**config.mk**
```make
export PLATFORM = sky130hd
export DESIGN_NAME = led_scan_ctrl
export DESIGN_NICKNAME = d
export VERILOG_FILES = /design/src/rtl/led_scan_ctrl.sv
export SDC_FILE = /design/constraint.sdc
export NUM_CORES = 1
export LEC_CHECK = 0
export ABC_AREA = 0
export CAP_MARGIN = 10
export CORE_MARGIN = 5
export CORE_UTILIZATION = 55
export DETAILED_ROUTE_END_ITERATION = 10
export DONT_BUFFER_PORTS = 1
export HOLD_SLACK_MARGIN = 0.02
export PLACE_DENSITY_LB_ADDON = 0.12
export SETUP_SLACK_MARGIN = 0.3
export SLEW_MARGIN = 5
export SYNTH_ARGS = -nofsm -noshare
export SYNTH_HDL_FRONTEND = slang
export SYNTH_SLANG_ARGS = --single-unit
```
**constraint.sdc**
```tcl
create_clock -name clk -period 2.6 [get_ports clk]
set_input_delay 0.26 -clock clk [delete_from_list [all_inputs] [get_ports clk]]
set_output_delay 0.26 -clock clk [all_outputs]
set_load 0.05 [all_outputs]
```
**src/rtl/led_scan_ctrl.sv**
```systemverilog
// led_scan_ctrl: 3-bit LED index sequencer with manual pass-through and
// automatic up / down / ping-pong stepping, plus active-low one-hot decode.
module led_scan_ctrl #(
  parameter int DIV = 4,   // enabled cycles per automatic step (1..255)
  parameter int CW  = 8    // prescaler width, 2**CW > DIV-1
) (
  input  logic       clk,
  input  logic       rst,
  input  logic       enable,
  input  logic [2:0] switch,
  input  logic [1:0] mode,
  output logic [2:0] sel,
  output logic [7:0] led,
  output logic       tick,
  output logic       wrap
);

  typedef enum logic {
    DIR_UP = 1'b0,
    DIR_DN = 1'b1
  } dir_t;

  localparam logic [1:0]    MODE_MAN = 2'b00;
  localparam logic [1:0]    MODE_UP  = 2'b01;
  localparam logic [1:0]    MODE_DN  = 2'b10;
  localparam logic [1:0]    MODE_PP  = 2'b11;
  localparam logic [CW-1:0] CNT_LAST = CW'(DIV - 1);

  logic [CW-1:0] cnt_q, cnt_d;
  logic [2:0]    sel_q, sel_d;
  dir_t          dir_q, dir_d;
  logic          wrap_q, wrap_d;
  logic          tick_w;

  // Terminal count only exists in the automatic modes and while running.
  assign tick_w = enable && (mode != MODE_MAN) && (cnt_q == CNT_LAST);

  // State register; reset wins over enable.
  always_ff @(posedge clk) begin
    if (rst) begin
      cnt_q  <= '0;
      sel_q  <= 3'd0;
      dir_q  <= DIR_UP;
      wrap_q <= 1'b0;
    end else begin
      cnt_q  <= cnt_d;
      sel_q  <= sel_d;
      dir_q  <= dir_d;
      wrap_q <= wrap_d;
    end
  end

  // Next-state: prescaler, index stepping and end-of-sweep pulse.
  always_comb begin
    cnt_d  = cnt_q;
    sel_d  = sel_q;
    dir_d  = dir_q;
    wrap_d = 1'b0;
    if (enable) begin
      if (mode == MODE_MAN) begin
        // Holding cnt at 0 here makes leaving manual mode restart the prescaler.
        cnt_d = '0;
        sel_d = switch;
      end else begin
        cnt_d = tick_w ? '0 : cnt_q + CW'(1);
        if (tick_w) begin
          case (mode)
            MODE_UP: begin
              sel_d  = sel_q + 3'd1;
              wrap_d = (sel_q == 3'd7);
            end
            MODE_DN: begin
              sel_d  = sel_q - 3'd1;
              wrap_d = (sel_q == 3'd0);
            end
            MODE_PP: begin
              // End points turn around without being repeated.
              if (sel_q == 3'd7) begin
                dir_d  = DIR_DN;
                sel_d  = 3'd6;
                wrap_d = 1'b1;
              end else if (sel_q == 3'd0) begin
                dir_d  = DIR_UP;
                sel_d  = 3'd1;
                wrap_d = 1'b1;
              end else if (dir_q == DIR_UP) begin
                sel_d = sel_q + 3'd1;
              end else begin
                sel_d = sel_q - 3'd1;
              end
            end
            default: begin
              sel_d = sel_q;
            end
          endcase
        end
      end
    end
  end

  // Active-low one-hot decode of the registered index.
  generate
    for (genvar gi = 0; gi < 8; gi++) begin : g_led
      assign led[gi] = (sel_q != 3'(gi));
    end
  endgenerate

  assign sel  = sel_q;
  assign tick = tick_w;
  assign wrap = wrap_q;

endmodule
```
Yosys cells after proc, flatten, opt, wreduce, memory -nomap -nowiden
Cells that the tools add are included.

Output and inout bits: 13. Bits in registers: 13. Input bits: 8. Logic and storage cells: 47.

Muxes and demuxes: 13. Bitwise operators: 3. Reductions and logical operators: 12. Add/sub/neg operators: 3. Equality and inequality tests: 12.

Operators with widths (count): $mux 8 (2); $mux 3 (5); $ne 3x3->1 const B (4); $pmux 3 s3 (1); $add 8x1->8 const B (1); $eq 8x2->1 const B (1); $ne 3x2->1 const B (2); $reduce_bool 2->1 (3); $reduce_and 5->1 (1); $eq 2x2->1 const B (2); $mux 1 (4); $reduce_bool 4->1 (1); $reduce_or 4->1 (1); $add 3x1->3 const B (1); $eq 3x3->1 const B (1); $logic_not 3->1 (1); $ne 3x1->1 const B (1); $not 1->1 (3); $pmux 1 s3 (1); $reduce_and 3->1 (1); $reduce_bool 3->1 (1); $sub 3x1->3 const B (1); $eq 2x1->1 const B (1); $logic_and 1x1->1 (2); $logic_not 2->1 (1).

Logic depth before layout (Yosys ltp)
Gate-level depths: netlist of run 1.

Depth in word-level cells: 7. Depth in mapped cells: 8. Gate-level depth less buffers: 7.

Least setup slack after synthesis of run 1
OpenSTA, ideal clock, no wires.

Path type: register to register. From: register sel_q[0], in the netlist sel[0]. To: register dir_q. Setup time: 70 ps. Path buffers: 0. Setup slack: 609 ps. Arrival time: 1921 ps. Stages on the path, launching flop included: 6. Data required time: 2530 ps. Cells stage by stage: dfxtp_1 ha_1 ha_1 inv_1 or3_1 a21oi_1.

Cells in the longest elaborated chain, start to end: 3.

RTL lines: from (decl) (RTL line 30) `logic [2:0] sel_q, sel_d;`; from (signal assigned) (RTL line 47) `sel_q <= sel_d;`; $eq 3x3->1 or $logic_not 3->1 (tied branches) (RTL line 78, 82); $reduce_bool 2->1 (no source line); $reduce_and 5->1 (no source line); to (signal assigned) (RTL line 48) `dir_q <= dir_d;`; to (decl) (RTL line 31) `dir_t dir_q, dir_d;`.

Parallel ways exist; a longest one is shown, timed or not. A chain may end at the register's enable or synchronous reset.

Worst setup path in the final report of run 1
From: register sel_q[0], in the netlist sel[0]. To: output port led[0].

Cells in the longest elaborated chain, start to end: 1.

RTL lines: $reduce_bool 3->1 (RTL line 104) `assign led[gi] = (sel_q != 3'(gi));`; to (decl) (RTL line 13) `output logic [7:0] led,`.

Every way passes these cells.

==> flow_summary.ini, run 1 <==
[yosys]
synth_cell_types = 34
syn_area_sq_um = 907
synth_area_per_cell_sq_um = 8.32
syn_nets = 129
ys.warnings.count = 0
ys.flop_type = dfxtp_1
yosysSeqAreaShare_pct = 28.7
synthCells = 109
synth_seq_cells = 13
synth-edff-count = 0
synth-async-reset-ratio_pct = 0

[clock_tree]
postCtsSetupBuffers = 0
clockBufferDepth = 2
cts_tree = built
cts-root-buf = clkbuf_4
cts_resized = 0
htree_levels = 1
insertion_delay_ns = 0.29
cts.clk_slew.worst_paths_ns = 0.09
cts_buffers = 3
clkSinkCount = 13

[sta]
rsz0062_at_grt = false
setup_viol_count_final = 0
skew_ns = 0.00848
relSlewSlack_pct = 68.2
period_share_pct = 80.0
fin_setup_tns_ns = 0
finalCriticalPeriod_ns = 2.08
final-hold-violation-count = 0
layout_setup_ws_ns = 0.521
slew_viol_final = 0
fmax_mhz = 481
tightest_slew_ns = 0.477

[floorplan]
fp.dieH_um = 50.6
initial_core_util_pct = 58.8
die-area_sq_um = 2560
io_pins = 21
design.core.area_sq_um = 1540
rows = 14
chipWidth_um = 50.6

[layout]
syn_to_final_growth_pct = 9.52
multi_input_area_sq_um = 599
final_cell_mix = dfxtp_1, ha_1, nand2_1, inv_1, nor2_1
fin_util_pct = 64.4
fill_cells = 150
final_common_cell = dfxtp_1
diodes = 0
drive_gt1_share_pct = 10.3
fin_nets = 138
regArea_sq_um = 260
fin_area_sq_um = 993

[drt]
wl_met3_um = 85
drt-total-wl_um = 1990
wl_met2_um = 919
antenna_left = 0
drc = 0
via_count = 772
top_layer = met4
via_per_inst = 5.80
first_iter_violations = 16
drtPass1Iterations = 4
wl_per_cell_um = 15.0
wl_met1_um = 934

[place]
pre_cts_ws_ns = 0.731
placed_area_sq_um = 947
dpl.hpwl_um = 1510
io_buffers = 0
place.gp.congestion = 0.864

[worst_setup_path]
rr_startpoint = sel[0]$_SDFFE_PP0P_
worstRegToRegCells = 8
r2r_end = sel[1]$_SDFFE_PP0P_
r2r_setup_slack_ns = 0.67
cp.required_ns = 2.34
worstSetupEndpointType = output pin
max_stage_delay_ns = 0.39
crit_fanout = 6
worst_path_most_repeated_cell = inv_1
cp_top_family = buffers and inverters
arrival_ns = 1.82
critPathKind = reg -> out
cp_slowest_cell = dfxtp_1
critPathLaunch = sel[0]$_SDFFE_PP0P_
cp_cell_sequence = buf_4, inv_1, ha_1, nor2b_2, inv_1
cp-start-kind = flip-flop
worst-path-buf-inv = 3

[global_route]
grt-ovfl-total = 0
grt_usage_pct = 16.2
antenna_found_initial = 0
grt_max_degree = 13
grt_pass1_vias = 711
grt_pass1_wl_um = 3160

[hold_path]
min_path_type = in -> reg
min_from = rst
whs_path_depth = 1
holdPathEnd = wrap$_SDFF_PP0_

[power_and_ir_drop]
comb_power_share_pct = 19.1
p_sw_uw = 130
power_density_nw_per_um2 = 422
sw_frac_of_total_pct = 31.0
pwr-share-seq_pct = 49.5
internal-power_uw = 289
p_clk_share_pct = 31.5
leakagePower_uw = 0.000411
ir_worst_vdd_mv = 0.250
finalPower_uw = 419

[flow_run]
drv_cap = 0

[run_status]
outcome = completed
-- synth_stat cells (2+ instances only) --
cell	number	area share [%]
a21oi_1	5	2.8
ha_1	12	17
xor2_1	5	4.8
buf_2	2	1.1
inv_1	10	4.1
nand3b_1	2	1.7
nor2_1	9	3.7
xnor2_1	2	1.9
a32o_1	2	2.2
nand2_1	11	4.6
nand2b_1	4	2.8
o21ai_0	7	3.9
a211oi_1	2	1.7
nand4_1	3	2.1
nor2b_1	2	1.4
dfxtp_1	13	29
-- repair_timing --
item / 4_1_cts / 5_1_grt
endpoints found under the hold margin: 1 / 2
endpoints found under the setup margin: 0 / 0
hold buffers: 1 / 1
-- sequential cells by signal, indices dropped and copies added (netlist names) --
| register | flops |
|---|---|
| dir_q | 1 |
| wrap | 1 |
| sel | 3 |
| cnt_q | 8 |
-- layout make-up --
cell class | count | share of cell area [%]
clock buffers | 4 | 2.64
inverters | 10 | 3.78
multi-input cells | 84 | 60.3
flip-flops and latches | 13 | 26.2
well taps | 16 | 2.02
repair buffers | 6 | 5.04
-- metal layers --
| layer | global-route usage [%] | vias up |
|---|---|---|
| li1 | - | 392 |
| met1 | 20.8 | 358 |
| met2 | 23.6 | 17 |
| met3 | 3.85 | 5 |
| met4 | 11.5 | 0 |
| met5 | 0 | - |
-- metrics by stage --
step,std cells,hold WS (ns)
global route,133,0.0378
global placement,127,0.331
floorplan,109,0.329
detailed placement,127,0.332
finish,133,0.0521
CTS,132,0.0251
-- how the worst max path moves through the flow --
| stage | endpoint | depth (start not counted) |
|---|---|---|
| 6_report | led[0] | 5 |
| 5_1_grt | led[0] | 5 |
| 4_1_cts | led[0] | 5 |
| 3_5_place_dp | sel[1]$_SDFFE_PP0P_ | 8 |
| 3_3_place_gp | sel[1]$_SDFFE_PP0P_ | 8 |
| 2_1_floorplan | dir_q$_SDFFE_PP0P_ | 5 |
-- cells by family after synthesis --
logic type / share of synthesized area [%]
and+or+nand+nor: 26.9
AOI/OAI and AO/OA: 15.9
DFF: 28.7
buffers and inverters: 5.24
adders and majority gates: 16.6
xor gates and xnor gates: 6.76
-- power groups by stage --
stage / Clock, uW / Combinational (uW) / Sequential [uW]
floorplan: 0 / 58.5 / 218
global placement: 0 / 75.4 / 212
detailed placement: 0 / 76.5 / 212
CTS: 139 / 78.3 / 207
global route: 150 / 86.3 / 208
finish: 132 / 79.9 / 207
No activity file was read; power rests on OpenSTA's default activity.
==> run 2: changes to the inputs <==
Clock period 2.6 ns to 2 ns, I/O delays scaled along.
==> run 2 against run 1 <==
Via count is 1.0% lower. Register-to-register slack worse by 0.31 ns. Routed wire length is 5.9% lower. Global-route usage is 0.61 points lower. Clock skew is 0.00096 ns lower. Sequential cell count stayed put. Critical path type unchanged. Critical endpoint unchanged.
==> flow_summary.ini, run 2 (same netlist as run 1, synthesis figures left out) <==
[run_status]
outcome = completed

[layout]
final_cell_mix = nand2_1, ha_1, dfxtp_1, nor2_1, buf_4
diodes = 0
multi_input_area_sq_um = 607
fin_nets = 140
regArea_sq_um = 267
drive_gt1_share_pct = 19.3
largest_reg_flops = 8
fin_util_pct = 66.4
syn_to_final_growth_pct = 12.8
regMostFlops = cnt_q
fill_cells = 135
fin_area_sq_um = 1020

[floorplan]
io_pins = 21
chipWidth_um = 50.6
design.core.area_sq_um = 1540
die-area_sq_um = 2560
rows = 14
fp.dieH_um = 50.6
initial_core_util_pct = 58.8

[power_and_ir_drop]
pwr-share-seq_pct = 50.7
p_sw_uw = 158
leakagePower_uw = 0.000406
ir_worst_vdd_mv = 0.559
p_clk_share_pct = 29.3
power_density_nw_per_um2 = 525
comb_power_share_pct = 20.0
internal-power_uw = 380
finalPower_uw = 538
sw_frac_of_total_pct = 29.3

[clock_tree]
cts.clk_slew.worst_paths_ns = 0.08
cts_buffers = 3
cts_tree = built
clkSinkCount = 13
htree_levels = 1
insertion_delay_ns = 0.27
cts-root-buf = clkbuf_4
clockBufferDepth = 2

[hold_path]
min_path_type = in -> reg

[drt]
via_per_inst = 5.66
drtPass1Iterations = 4
wl_per_cell_um = 13.9
drc = 0
first_iter_violations = 18
drt-total-wl_um = 1880
antenna_left = 0
via_count = 764

[worst_setup_path]
critPathKind = reg -> out
cp_slowest_cell = dfxtp_2
cp.required_ns = 1.80
worst-path-buf-inv = 2
arrival_ns = 1.44
cp_top_family = buffers and inverters
cp_cell_sequence = inv_2, ha_2, nor2b_4, clkinvlp_4
worstSetupEndpointType = output pin
cp-start-kind = flip-flop
max_stage_delay_ns = 0.35
crit_fanout = 6

[global_route]
grt_max_degree = 13
antenna_found_initial = 0
grt_usage_pct = 15.6
grt-ovfl-total = 0
grt_pass1_vias = 730
grt_pass1_wl_um = 3190

[sta]
tightest_slew_ns = 0.492
fmax_mhz = 609
skew_ns = 0.00752
slew_viol_final = 0
relSlewSlack_pct = 67.2
setup_viol_count_final = 0
final-hold-violation-count = 0
layout_setup_ws_ns = 0.357
period_share_pct = 82.1
rsz0062_at_grt = true
finalCriticalPeriod_ns = 1.64
fin_setup_tns_ns = 0

[place]
placed_area_sq_um = 953
pre_cts_ws_ns = 0.294
dpl.hpwl_um = 1410
io_buffers = 0
place.gp.congestion = 0.828

[flow_run]
drv_cap = 0
run 2: worst reg2reg max path, delay by kind of cell (launching register included):
family,cells,cell delay [ns]
buf+inv,1,0.09
flops,1,0.50
simple gates,1,0.13
fa+ha+maj,1,0.30
compound gates,4,0.52
run 2: routing by layer:
layer  vias up  track usage (%)  share of wire (%)
met5         -                0                  0
met4         0             1.28                  0
met2        25             25.6                 43
met3         0             6.21                7.5
li1        397                -                  -
met1       342             20.0                 49
run 2: worst paths after layout:
check	start	endpoint	slack, ns	cells after the start
hold reg to reg	cnt_q[1]$_SDFFE_PP0P_	cnt_q[1]$_SDFFE_PP0P_	0.49	2
setup reg to reg	sel[2]$_SDFFE_PP0P_	sel[2]$_SDFFE_PP0P_	0.36	7
setup / recovery	sel[0]$_SDFFE_PP0P_	led[0]	0.36	4
hold / removal	enable	cnt_q[1]$_SDFFE_PP0P_	0.11	2
run 2: power groups by stage:
| stage | clock [uW] | combinational (uW) | sequential, uW |
|---|---|---|---|
| 2_1_floorplan | 0 | 76.1 | 283 |
| 3_3_place_gp | 0 | 94.4 | 278 |
| 3_5_place_dp | 0 | 96.0 | 279 |
| 4_1_cts | 164 | 103 | 272 |
| 5_1_grt | 181 | 118 | 274 |
| 6_report | 158 | 107 | 273 |
run 2: layout make-up:
cell class | count | share of cell area (%)
timing repair buffer | 8 | 5.75
sequential | 13 | 26.0
clock buffer | 4 | 2.57
inverter | 10 | 4.40
tap | 16 | 1.96
multi-input combinational | 84 | 59.3
run 2: through the flow:
step                hold WS, ns  instances
detailed placement        0.273        127
finish                    0.108        135
global placement          0.271        127
global route             0.0963        135
floorplan                 0.269        109
CTS                       0.101        133
run 2: timing repair:
action / in CTS / in global routing
buffers inserted: 1 / 2
hold buffers: 1 / 0
endpoints found under the setup margin: 2 / 5
resized for setup: 2 / 7
hold endpoints to repair: 4 / 0
pin swaps: 0 / 1
==> run 3: changes to the inputs <==
Settings changed: CORE_UTILIZATION 55 to 54.
Clock period 2 ns to 1.3 ns, I/O delays scaled along.
==> run 3 against run 2 <==
Synthesized cell count is the same. The run now fails in global routing. Synthesized area is the same.
==> flow_summary.ini, run 3 <==
[run_status]
outcome = aborted with a tool error
lastStage = global routing
firstError = [ERROR DPL-0038] Utilization greater than 100%, impossible to legalize

[yosys]
synth_seq_cells = 13
synth-edff-count = 0
synth_common_cells = dfxtp_1, ha_1, nand2_1
synth_cell_types = 34
ys.flop_type = dfxtp_1
synth_top_cell_area_share_pct = 28.7
synth_area_per_cell_sq_um = 8.32
yosysSeqAreaShare_pct = 28.7
synthCells = 109
ys_top_cells_by_area = dfxtp_1, ha_1, xor2_1
syn_area_sq_um = 907
synth_top_cell_by_area = dfxtp_1
synth-async-reset-ratio_pct = 0
synth.most_common_cell = dfxtp_1
syn_nets = 129
ys.warnings.count = 0

[floorplan]
rows = 14
fp.dieH_um = 51.0
io_pins = 21
chipWidth_um = 51.0
initial_core_util_pct = 58.8

[sta]
worst-ep-kind = sequential cell input
grt-worst-endpoint = sel[2]$_SDFFE_PP0P_/D

[clock_tree]
cts-root-buf = clkbuf_4
clockBufferDepth = 2
clkSinkCount = 13
htree_levels = 1
cts_buffers = 3

[place]
place.gp.congestion = 0.843
dpl.hpwl_um = 2010
io_buffers = 0
post-place-cells = 154

[global_route]
grt_max_degree = 13
==> run 3: cells by family after synthesis <==
logic type	Yosys count	share of synthesized area (%)
and+or+nand+nor	43	26.9
AOI/OAI and AO/OA	22	15.9
DFF	13	28.7
buffers and inverters	12	5.24
adders and majority gates	12	16.6
xor gates and xnor gates	7	6.76
==> run 3: stage by stage <==
step                      utilization, %  instance area [sq um]  TNS, ns  setup slack [ns]  hold slack (ns)
after floorplan                        -                    963    -1.22            -0.301            0.199
after global placement              82.7                   1270   -0.687            -0.207            0.201
after detailed placement            82.7                   1270    -1.65            -0.361            0.204
after CTS                           95.3                   1470    -2.94            -0.295           0.0206
==> run 3: timing repair <==
item / CTS
setup buffers: 4
endpoints found under the setup margin: 24
pin swaps: 11
gates resized for setup: 32
hold buffers: 1
hold endpoints to repair: 4
==> run 4: changes to the inputs <==
Settings changed: CORE_AREA set to 5 5 66 68, CORE_MARGIN 5 to unset, CORE_UTILIZATION 54 to unset, DIE_AREA set to 0 0 71 73, HOLD_SLACK_MARGIN 0.02 to unset, PLACE_DENSITY_LB_ADDON 0.12 to 0.15, SETUP_SLACK_MARGIN 0.3 to unset.
Clock period 1.3 ns to 1.7 ns, I/O delays scaled along.
==> run 4 against run 3 <==
The flow now finishes without violations.
==> flow_summary.ini, run 4 (same netlist as run 1, synthesis figures left out) <==
[run_status]
outcome = completed

[floorplan]
die-area_sq_um = 5180
fp.dieH_um = 73
design.core.area_sq_um = 3800
chipWidth_um = 71
initial_core_util_pct = 23.9
rows = 23
io_pins = 21

[layout]
fill_cells = 417
final_common_cell = buf_4
largest_reg_flops = 8
drive_gt1_share_pct = 21.3
final_cell_mix = buf_4, nand2_1, inv_1, ha_1, dfxtp_1
diodes = 0
syn_to_final_growth_pct = 28.8
regMostFlops = cnt_q
fin_nets = 148

[sta]
final-hold-violation-count = 0
setup_viol_count_final = 0
tightest_slew_ns = 0.500
skew_ns = 0.00171
rsz0062_at_grt = true
finalCriticalPeriod_ns = 1.65
fmax_mhz = 607
relSlewSlack_pct = 66.6
layout_setup_ws_ns = 0.0527
period_share_pct = 96.9
whs_ns = 0.0981
slew_viol_final = 0

[worst_setup_path]
arrival_ns = 1.78
cp-start-kind = flip-flop
cp.required_ns = 1.83
crit_fanout = 5
rr_startpoint = sel[0]$_SDFFE_PP0P_
worstSetupEndpointType = flip-flop
critPathLaunch = sel[0]$_SDFFE_PP0P_
critPathKind = reg -> reg

[power_and_ir_drop]
p_sw_uw = 201
leakagePower_uw = 0.000477
comb_power_share_pct = 20.1
ir_worst_vdd_mv = 0.314
power_density_nw_per_um2 = 631
finalPower_uw = 737
pwr-share-seq_pct = 42.9
p_clk_share_pct = 37.0
internal-power_uw = 536
sw_frac_of_total_pct = 27.3

[place]
pre_cts_ws_ns = -0.0422
place.gp.congestion = 0.744
dpl.hpwl_um = 1690
io_buffers = 0

[clock_tree]
cts_tree = built
htree_levels = 1
cts-root-buf = clkbuf_8
insertion_delay_ns = 0.24
cts_buffers = 3
cts.clk_slew.worst_paths_ns = 0.05
clkSinkCount = 13
clockBufferDepth = 2

[flow_run]
drv_cap = 0

[hold_path]
min_path_type = in -> reg
min_from = enable

[global_route]
grt_pass1_vias = 765
antenna_found_initial = 0
grt_usage_pct = 8.83
grt-ovfl-total = 0
grt_pass1_wl_um = 3570
grt_max_degree = 13

[drt]
drc = 0
via_per_inst = 4.51
wl_per_cell_um = 12.4
antenna_left = 0
via_count = 799
first_iter_violations = 44
drtPass1Iterations = 4
drt-total-wl_um = 2190
-- run 4: cell type report --
type	instances	area, sq um	area share, %
Inverter	10	37.5	3.21
Sequential cell	13	267	22.8
Tap cell	50	62.6	5.35
Multi-Input combinational cell	84	619	53.0
Clock buffer	4	45.0	3.85
Timing Repair Buffer	16	138	11.8
-- run 4: path summary, 6_finish.rpt --
kind                                 to  slack (ns)  cells past startpoint
setup / recovery    sel[2]$_SDFFE_PP0P_        0.05                      7
hold / removal    cnt_q[1]$_SDFFE_PP0P_         0.1                      2
setup reg to reg    sel[2]$_SDFFE_PP0P_        0.05                      7
hold reg to reg   cnt_q[1]$_SDFFE_PP0P_        0.50                      2
-- run 4: power groups by stage --
stage               Clock (uW)  Sequential (uW)  Combinational [uW]
global placement             0              325                 136
floorplan                    0              333                89.5
global route               309              318                 161
CTS                        283              318                 140
finish                     273              317                 148
detailed placement           0              325                 136
-- run 4: critical path, stage by stage, from the launching register on --
cell and delay (ns):
dfxtp_2 0.34, ha_2 0.22, ha_4 0.27, nor2b_1 0.12, a31oi_1 0.05, a21oi_1 0.15, o21ai_1 0.12, a32o_1 0.27
-- run 4: metal layers --
metal / up-vias / global-route usage [%] / share of wire, %
met5: - / 0 / 0
met1: 364 / 9.98 / 41
met4: 0 / 2.51 / 1.2
li1: 414 / - / -
met3: 4 / 3.99 / 6.8
met2: 17 / 15.0 / 51
-- run 4: metrics by stage --
step	TNS, ns	utilization [%]	instance area, sq um	cells
2_1_floorplan	-0.0720	-	913	109
3_3_place_gp	-0.0629	28.1	1070	169
3_5_place_dp	-0.0422	28.1	1070	169
4_1_cts	0	29.6	1120	174
5_1_grt	-0.00472	30.8	1170	177
6_report	0	30.8	1170	177
-- run 4: repair_timing --
item | CTS | global route
hold buffers | 1 | 1
endpoints found under the setup margin | 1 | 4
hold endpoints to repair | 3 | 1
cloned | 0 | 0
gates resized for setup | 1 | 4
setup buffers | 0 | 2
pin swaps | 0 | 3
